**config.mk**
```make
export PLATFORM = sky130hd
export DESIGN_NAME = apb_data_bridge
export DESIGN_NICKNAME = d
export VERILOG_FILES = /design/src/rtl/apb_data_bridge.sv
export SDC_FILE = /design/constraint.sdc
export NUM_CORES = 1
export LEC_CHECK = 0
export ABC_AREA = 0
export CAP_MARGIN = 5
export CELL_PAD_IN_SITES_DETAIL_PLACEMENT = 1
export CELL_PAD_IN_SITES_GLOBAL_PLACEMENT = 2
export CORE_MARGIN = 2
export CORE_UTILIZATION = 21
export CTS_CLUSTER_DIAMETER = 100
export DETAILED_ROUTE_END_ITERATION = 10
export GPL_ROUTABILITY_DRIVEN = 0
export PLACE_DENSITY_LB_ADDON = 0.2
export SLEW_MARGIN = 20
export SYNTH_ARGS = -nofsm -noshare
export SYNTH_HDL_FRONTEND = slang
export SYNTH_SLANG_ARGS = --single-unit
```
**constraint.sdc**
```tcl
create_clock -name clk -period 2.4 [get_ports clk]
set_clock_uncertainty 0.15 [all_clocks]
set_input_delay 0.6 -clock clk [delete_from_list [all_inputs] [get_ports clk]]
set_output_delay 0.6 -clock clk [all_outputs]
set_load 0.02 [all_outputs]
```
**src/rtl/apb_data_bridge.sv**
```systemverilog
// ----------------------------------------------------------------------------
// apb_data_bridge
//   Load/store bridge from the RV32I data-memory port onto an APB-style bus.
//   One request per transfer. Stores get byte strobes and lane-replicated
//   write data. Loads return PRDATA shifted so the addressed byte/half sits
//   at bit 0, which lets the datapath reuse its existing extension logic.
//   Misaligned requests and bus timeouts complete with ack+err.
//
// Ports
//   clk, reset        rising-edge clock, synchronous active-high reset
//   req/we/funct3     request strobe, direction, access width code
//   addr, wdata       byte address, width-trimmed store data
//   busy              high whenever the FSM is not IDLE
//   ack, err, rdata   one-cycle completion pulse, error flag, shifted load data
//   PSEL..PSTRB       registered APB master outputs
//   PRDATA, PREADY    APB slave response
// ----------------------------------------------------------------------------
module apb_data_bridge #(
    parameter int TIMEOUT = 16
) (
    input  logic        clk,
    input  logic        reset,
    input  logic        req,
    input  logic        we,
    input  logic [2:0]  funct3,
    input  logic [31:0] addr,
    input  logic [31:0] wdata,
    output logic        busy,
    output logic        ack,
    output logic        err,
    output logic [31:0] rdata,
    output logic        PSEL,
    output logic        PENABLE,
    output logic        PWRITE,
    output logic [31:0] PADDR,
    output logic [31:0] PWDATA,
    output logic [3:0]  PSTRB,
    input  logic [31:0] PRDATA,
    input  logic        PREADY
);

    typedef enum logic [1:0] {
        S_IDLE,
        S_SETUP,
        S_ACCESS,
        S_ERR
    } state_t;

    localparam int CW = $clog2(TIMEOUT + 1);

    state_t          r_state;
    state_t          w_state_nxt;
    logic [CW-1:0]   r_cnt;
    logic [1:0]      r_off;
    logic            r_we;

    logic            w_is_b;
    logic            w_is_h;
    logic            w_misal;
    logic [3:0]      w_strb;
    logic [31:0]     w_pwdata;
    logic            w_start;
    logic            w_done;
    logic            w_tout;

    // Width decode of the incoming request. The unsigned load codes (100/101)
    // only mean byte/half for loads; every unlisted code is a word access.
    always_comb begin
        w_is_b   = (funct3 == 3'b000) || (!we && funct3 == 3'b100);
        w_is_h   = (funct3 == 3'b001) || (!we && funct3 == 3'b101);
        w_misal  = 1'b0;
        w_strb   = 4'b1111;
        w_pwdata = wdata;
        if (w_is_b) begin
            w_strb   = 4'b0001 << addr[1:0];
            w_pwdata = {4{wdata[7:0]}};
        end else if (w_is_h) begin
            w_misal  = addr[0];
            w_strb   = 4'b0011 << addr[1:0];
            w_pwdata = {2{wdata[15:0]}};
        end else begin
            w_misal  = (addr[1:0] != 2'b00);
        end
        if (!we) begin
            w_strb = 4'b0000;
        end
    end

    // Next-state logic
    always_comb begin
        w_state_nxt = r_state;
        w_start     = 1'b0;
        w_done      = 1'b0;
        w_tout      = 1'b0;
        case (r_state)
            S_IDLE: begin
                if (req) begin
                    w_start     = !w_misal;
                    w_state_nxt = w_misal ? S_ERR : S_SETUP;
                end
            end
            S_SETUP: begin
                w_state_nxt = S_ACCESS;
            end
            S_ACCESS: begin
                // PREADY wins over the timeout on the final allowed cycle.
                if (PREADY) begin
                    w_done      = 1'b1;
                    w_state_nxt = S_IDLE;
                end else if (r_cnt == CW'(TIMEOUT - 1)) begin
                    w_tout      = 1'b1;
                    w_state_nxt = S_IDLE;
                end
            end
            S_ERR: begin
                w_state_nxt = S_IDLE;
            end
            default: begin
                w_state_nxt = S_IDLE;
            end
        endcase
    end

    always_ff @(posedge clk) begin
        if (reset) begin
            r_state <= S_IDLE;
            r_cnt   <= '0;
            r_off   <= 2'b00;
            r_we    <= 1'b0;
            ack     <= 1'b0;
            err     <= 1'b0;
            rdata   <= '0;
            PSEL    <= 1'b0;
            PENABLE <= 1'b0;
            PWRITE  <= 1'b0;
            PADDR   <= '0;
            PWDATA  <= '0;
            PSTRB   <= 4'b0000;
        end else begin
            r_state <= w_state_nxt;
            // ack lands in the IDLE cycle that follows completion
            ack     <= w_done | w_tout | (r_state == S_ERR);
            err     <= w_tout | (r_state == S_ERR);

            if (w_start) begin
                PSEL    <= 1'b1;
                PENABLE <= 1'b0;
                PWRITE  <= we;
                PADDR   <= {addr[31:2], 2'b00};
                PWDATA  <= w_pwdata;
                PSTRB   <= w_strb;
                r_off   <= addr[1:0];
                r_we    <= we;
                r_cnt   <= '0;
            end

            if (r_state == S_SETUP) begin
                PENABLE <= 1'b1;
            end

            if (r_state == S_ACCESS) begin
                if (w_done || w_tout) begin
                    PSEL    <= 1'b0;
                    PENABLE <= 1'b0;
                end else begin
                    r_cnt <= r_cnt + CW'(1);
                end
            end

            // Loads only; a store or error leaves the last load result visible.
            if (w_done && !r_we) begin
                rdata <= PRDATA >> {r_off, 3'b000};
            end
        end
    end

    assign busy = (r_state != S_IDLE);

endmodule

```
Yosys cells after proc, flatten, opt, wreduce, memory -nomap -nowiden. Cells that the tools add are included.

Register bits: 112. Input port bits: 104.

Add/sub/neg operators: 1. Equality and inequality tests: 9. Shift-type cells: 3. Multiplexer cells: 29. Bitwise operators: 3. Reductions and logical operators: 14.

Operator list (number): 2-to-1 mux 32 bit (2); right shift 32 x 5 -> 32 bit (1); 2-to-1 mux 1 bit (16); 2-to-1 mux 5 bit (3); 2-to-1 mux 4 bit (3); 2-to-1 mux 2 bit (4); case mux 2 bit (4 select lines) (1); equality test 3 bit, second input constant (2); adder 5 x 1 -> 5 bit, second input constant (1); equality test 5 x 4 -> 1 bit, second input constant (1); equality test 2 bit, second input constant (2); nonzero test 2 bit (2); << shifter 1 x 2 -> 4 bit, first input constant (1); << shifter 2 x 2 -> 4 bit, first input constant (1); equality test 3 x 1 -> 1 bit, second input constant (1); logical AND 1 bit (3); zero test 1 bit (3); zero test 3 bit (1); logical OR 1 bit (3); inequality test 3 bit, second input constant (1); OR 1 bit (3); equality test 2 x 1 -> 1 bit, second input constant (1); zero test 2 bit (1); inequality test 2 bit, second input constant (1); AND reduction 2 bit (1).

Longest topological paths before layout.
Depth after elaboration: 12. Mapped depth: 8.

Worst setup path after synthesis. No wires, ideal clock.

Path kind: reg-to-reg. From: reg r_cnt[0]. To: reg r_cnt[4]. Library setup time: 101 ps. Arrival: 1992 ps. Slack: 157 ps. Cell stages (with the launch flop): 9. Path buffers: 1. Clock period less this slack: 2243 ps. Cells stage by stage: dfxtp_1 > ha_1 > and3_1 > ha_1 > or2_2 > or3_1 > clkbuf_1 > or3_1 > o41ai_1.

Longest elaborated chain between the ends: 7. Elaborated cells between the ends (all ways): 8. Classes of those cells: 1 x add/sub; 1 x eq/ne; 5 x mux; 1 x reduce/logical.

RTL lines: start, declared (line 53) `logic [CW-1:0] r_cnt;`; start signal, assigned (line 166) `r_cnt <= r_cnt + CW'(1);`; equality test 5 x 4 -> 1 bit (line 110) `end else if (r_cnt == CW'(TIMEOUT - 1)) begin`; 2-to-1 mux 1 bit (line 110); 2-to-1 mux 1 bit (line 107) `if (PREADY) begin`; 2-to-1 mux 1 bit (line 95) `case (r_state)`; logical OR 1 bit (line 162) `if (w_done || w_tout) begin`; 2-to-1 mux 5 bit (*) (line 162); 2-to-1 mux 5 bit (*) (line 161) `if (r_state == S_ACCESS) begin`.

Every way passes the cells marked *; elsewhere a longest branch is shown, timed or not. A chain may end at the register's enable or synchronous reset.

Worst setup path after layout.
From: reg r_cnt[0]. To: reg r_state[1].

Longest elaborated chain between the ends: 3.

RTL lines: equality test 5 x 4 -> 1 bit (line 110); inequality test 3 bit (no line); AND reduction 2 bit (no line); end signal, assigned (line 140) `r_state <= w_state_nxt;`; end, declared (line 51) `state_t r_state;`.

No other way between the ends.

==> metrics.txt <==
Async SR Flop Fraction 0%; worst endpoint required time 2.49 ns; final critical-path required period about 2.3 ns; CTS H-tree lvls 3; count of state elements after synthesis ~110; Final Routed Wirelength between 15,000 and 20,000 um; Post-DP Area 7720 um2; Hold/Removal Path Class reg2reg; Num CTS Buffers 9; Distinct cells, synth 44; Reg clk slew, reported paths 0.07 ns; max-cap violations 0; Initial Utilization between 20% and 30%; hold buffers post-CTS 0; Pleak approximately 2.7 nW; final instance area approximately 8000 um2; crit path max fanout 6; Final Cycle Share approximately 95%; CTS tree done; EDFF count, synth 0; Seq/Total Area, Yosys a little over two fifths; die width roughly 160 um; CP max-delay cell dfxtp_2; Clock Path Buffers 2; Routed WL per cell between 15 and 20 um; Net count, final between 900 and 1,000; CP cell instances ha_1, and3_1, ha_1, or2_2, buf_4, nor3_4, buf_4, a211oi_1, a211oi_1; arrival time at the worst endpoint 2.38 ns; gr usage total 15.6%; WS Path Type reg2reg; largest net degree at the start of global routing slightly below 50; Synth top area share 43.9%; top cells by count, synth dfxtp_1, a21oi_1, o21ai_0, nand2_1, nand3_1; Mapped Avg Cell Area 8.39 um2; CP Capture Type register; Critical Path Max Stage Delay 0.35 ns; fill count 2,873; worst reg2reg path startpoint r_cnt[0]$_SDFF_PP0_; vias in the first global route between 5,000 and 6,000; Pre-antenna DRT Iters 4; fraction of layout cells with a size suffix above 1 a little over a tenth; core area roughly 24,000 um2; HPWL after DPL between 10,000 and 15,000 um; TritonCTS sink count 112; outcome finished clean; Synth Warn # 0; DR iter-0 viols between 200 and 250; Peak Freq around 440 MHz; Slew headroom a little under three fifths; VDD IR max between 200 and 250 uV; Clock Tree Root clkbuf_16; Ant. Diodes 0; ANT nets after route 0; Area Growth Syn to Fin 57.3%; final setup fails 0; initial antenna violation count 1; Fin Setup TNS 0 ns; worst slew pin tran 0.656 ns; ys flop type dfxtp_1; Reg2Reg Setup Slack 0.11 ns; via count ~5,400; critical path startpoint r_cnt[0]$_SDFF_PP0_; Cell Rows 57; P per Cell Area between 500 and 600 nW/um2; Worst Min Path Start rdata[29]$_SDFFE_PP0P_; cells after synthesis 608; Area contributors post-synth dfxtp_1, a21oi_1, o21ai_0; I/O pins 210; Post-Syn Area between 5000 and 6000 um2; DRC Markers 0; first-pass GRT wire length ~32,000 um; Synth area leader dfxtp_1; Overflow after GRT 0; die area approximately 26,000 um2; most common cell in the netlist dfxtp_1; crit path launch type register; die span in y between 150 and 200 um; final hold violations 0; Slew Limit Fails 0; via/cell ratio around 4.7; worst skew pair latency 0.35 ns; number of port buffers between 200 and 250
-- layout by cell type, fill, tap and decap left out, types with 2 or more instances in the layout --
cell and count:
nor2_1 34, a31oi_1 2, nand2b_1 3, or2_2 2, nand3b_1 2, or3_1 2, mux2i_1 16, dfxtp_2 2
and3_1 9, inv_6 3, nand2_1 52, mux2_2 9, o21a_1 2, nand3_1 49, o2111ai_1 4, a311oi_1 23
o21ai_0 53, dfxtp_1 110, buf_12 10, conb_1 2, clkinv_4 2, a211oi_1 11, inv_1 4, clkdlybuf4s50_1 205
nor3_1 16, buf_4 36, o211ai_1 11, ha_1 6, clkinv_2 2, a21oi_1 106, clkbuf_16 9
-- state kept, by name, summed over array words and instances, names as in the netlist --
| name | count |
|---|---|
| PSTRB | 4 |
| r_we | 1 |
| PADDR | 30 |
| rdata | 32 |
| PENABLE | 1 |
| err | 1 |
| ack | 1 |
| r_off | 2 |
| r_cnt | 5 |
| r_state | 2 |
| PWDATA | 32 |
| PSEL | 1 |
-- logic make-up (layout without fill, tap and decap cells) --
| kind of cell | Yosys count | count (layout) | share of synthesized area [%] |
|---|---|---|---|
| multiplexers | 27 | 27 | 5.69 |
| other | 1 | 2 | 0.0735 |
| AO/OA/AOI/OAI | 218 | 218 | 25.3 |
| AND/OR/NAND/NOR | 176 | 176 | 16.8 |
| buffers and inverters | 68 | 273 | 6.79 |
| flip-flops | 112 | 112 | 43.9 |
| adder cells (fa/ha/maj) | 6 | 6 | 1.47 |
-- final cells by class --
cell class | instances | area [um2] | share of cell area (%)
repair buffers | 252 | 2530 | 31.6
multi-input cells | 429 | 2550 | 31.7
inverters | 5 | 18.8 | 0.234
clock inverters | 7 | 53.8 | 0.670
clock buffers | 9 | 225 | 2.80
flip-flops and latches | 112 | 2240 | 28.0
well taps | 324 | 405 | 5.05
-- worst max-delay path, delay by kind of cell, from the launching register on --
family	cells	cell delay, ns
and+or+nand+nor	3	0.65
DFF	1	0.35
AOI/OAI and AO/OA	2	0.28
buffers and inverters	2	0.32
adders and majority gates	2	0.41
-- path summary, 6_finish.rpt --
| kind | cells after the start | to |
|---|---|---|
| setup / recovery | 9 | r_state[1]$_SDFFE_PP0P_ |
| hold / removal | 2 | rdata[29]$_SDFFE_PP0P_ |
| setup reg to reg | 9 | r_state[1]$_SDFFE_PP0P_ |
| hold reg to reg | 2 | rdata[29]$_SDFFE_PP0P_ |
-- where the power goes --
group	internal [W]	total [W]	leakage (nW)	switching [W]
combinational	0.000559	0.00118	1.69	0.000617
sequential	0.00196	0.00203	0.913	0.0000679
clock	0.000718	0.00146	0.141	0.000744
-- metrics by stage --
step / hold WS [ns] / cells / worst slack (ns) / util [%] / power, W
CTS: 0.314 / 1136 / 0.0240 / 33.2 / 0.00475
global route: 0.335 / 1138 / -0.00558 / 33.3 / 0.00494
floorplan: 0.303 / 609 / 0.157 / - / 0.00263
detailed placement: 0.303 / 1120 / -0.251 / 32.0 / 0.00325
global placement: 0.296 / 1120 / -0.154 / 32.0 / 0.00323
finish: 0.305 / 1138 / 0.114 / 33.3 / 0.00467
-- timing repair --
action                                  in CTS  in global routing
pin swaps                                    0                  1
buffers inserted                             0                  2
endpoints found under the setup margin       1                  4
gates resized for setup                      1                  4
-- per-layer routing --
| metal | share of wire [%] | global-route usage (%) |
|---|---|---|
| met5 | 0.065 | 0 |
| met4 | 1.5 | 4.30 |
| met3 | 5.1 | 3.87 |
| met2 | 48 | 25.9 |
| met1 | 45 | 20.1 |
No activity file was read; power rests on OpenSTA's default activity.
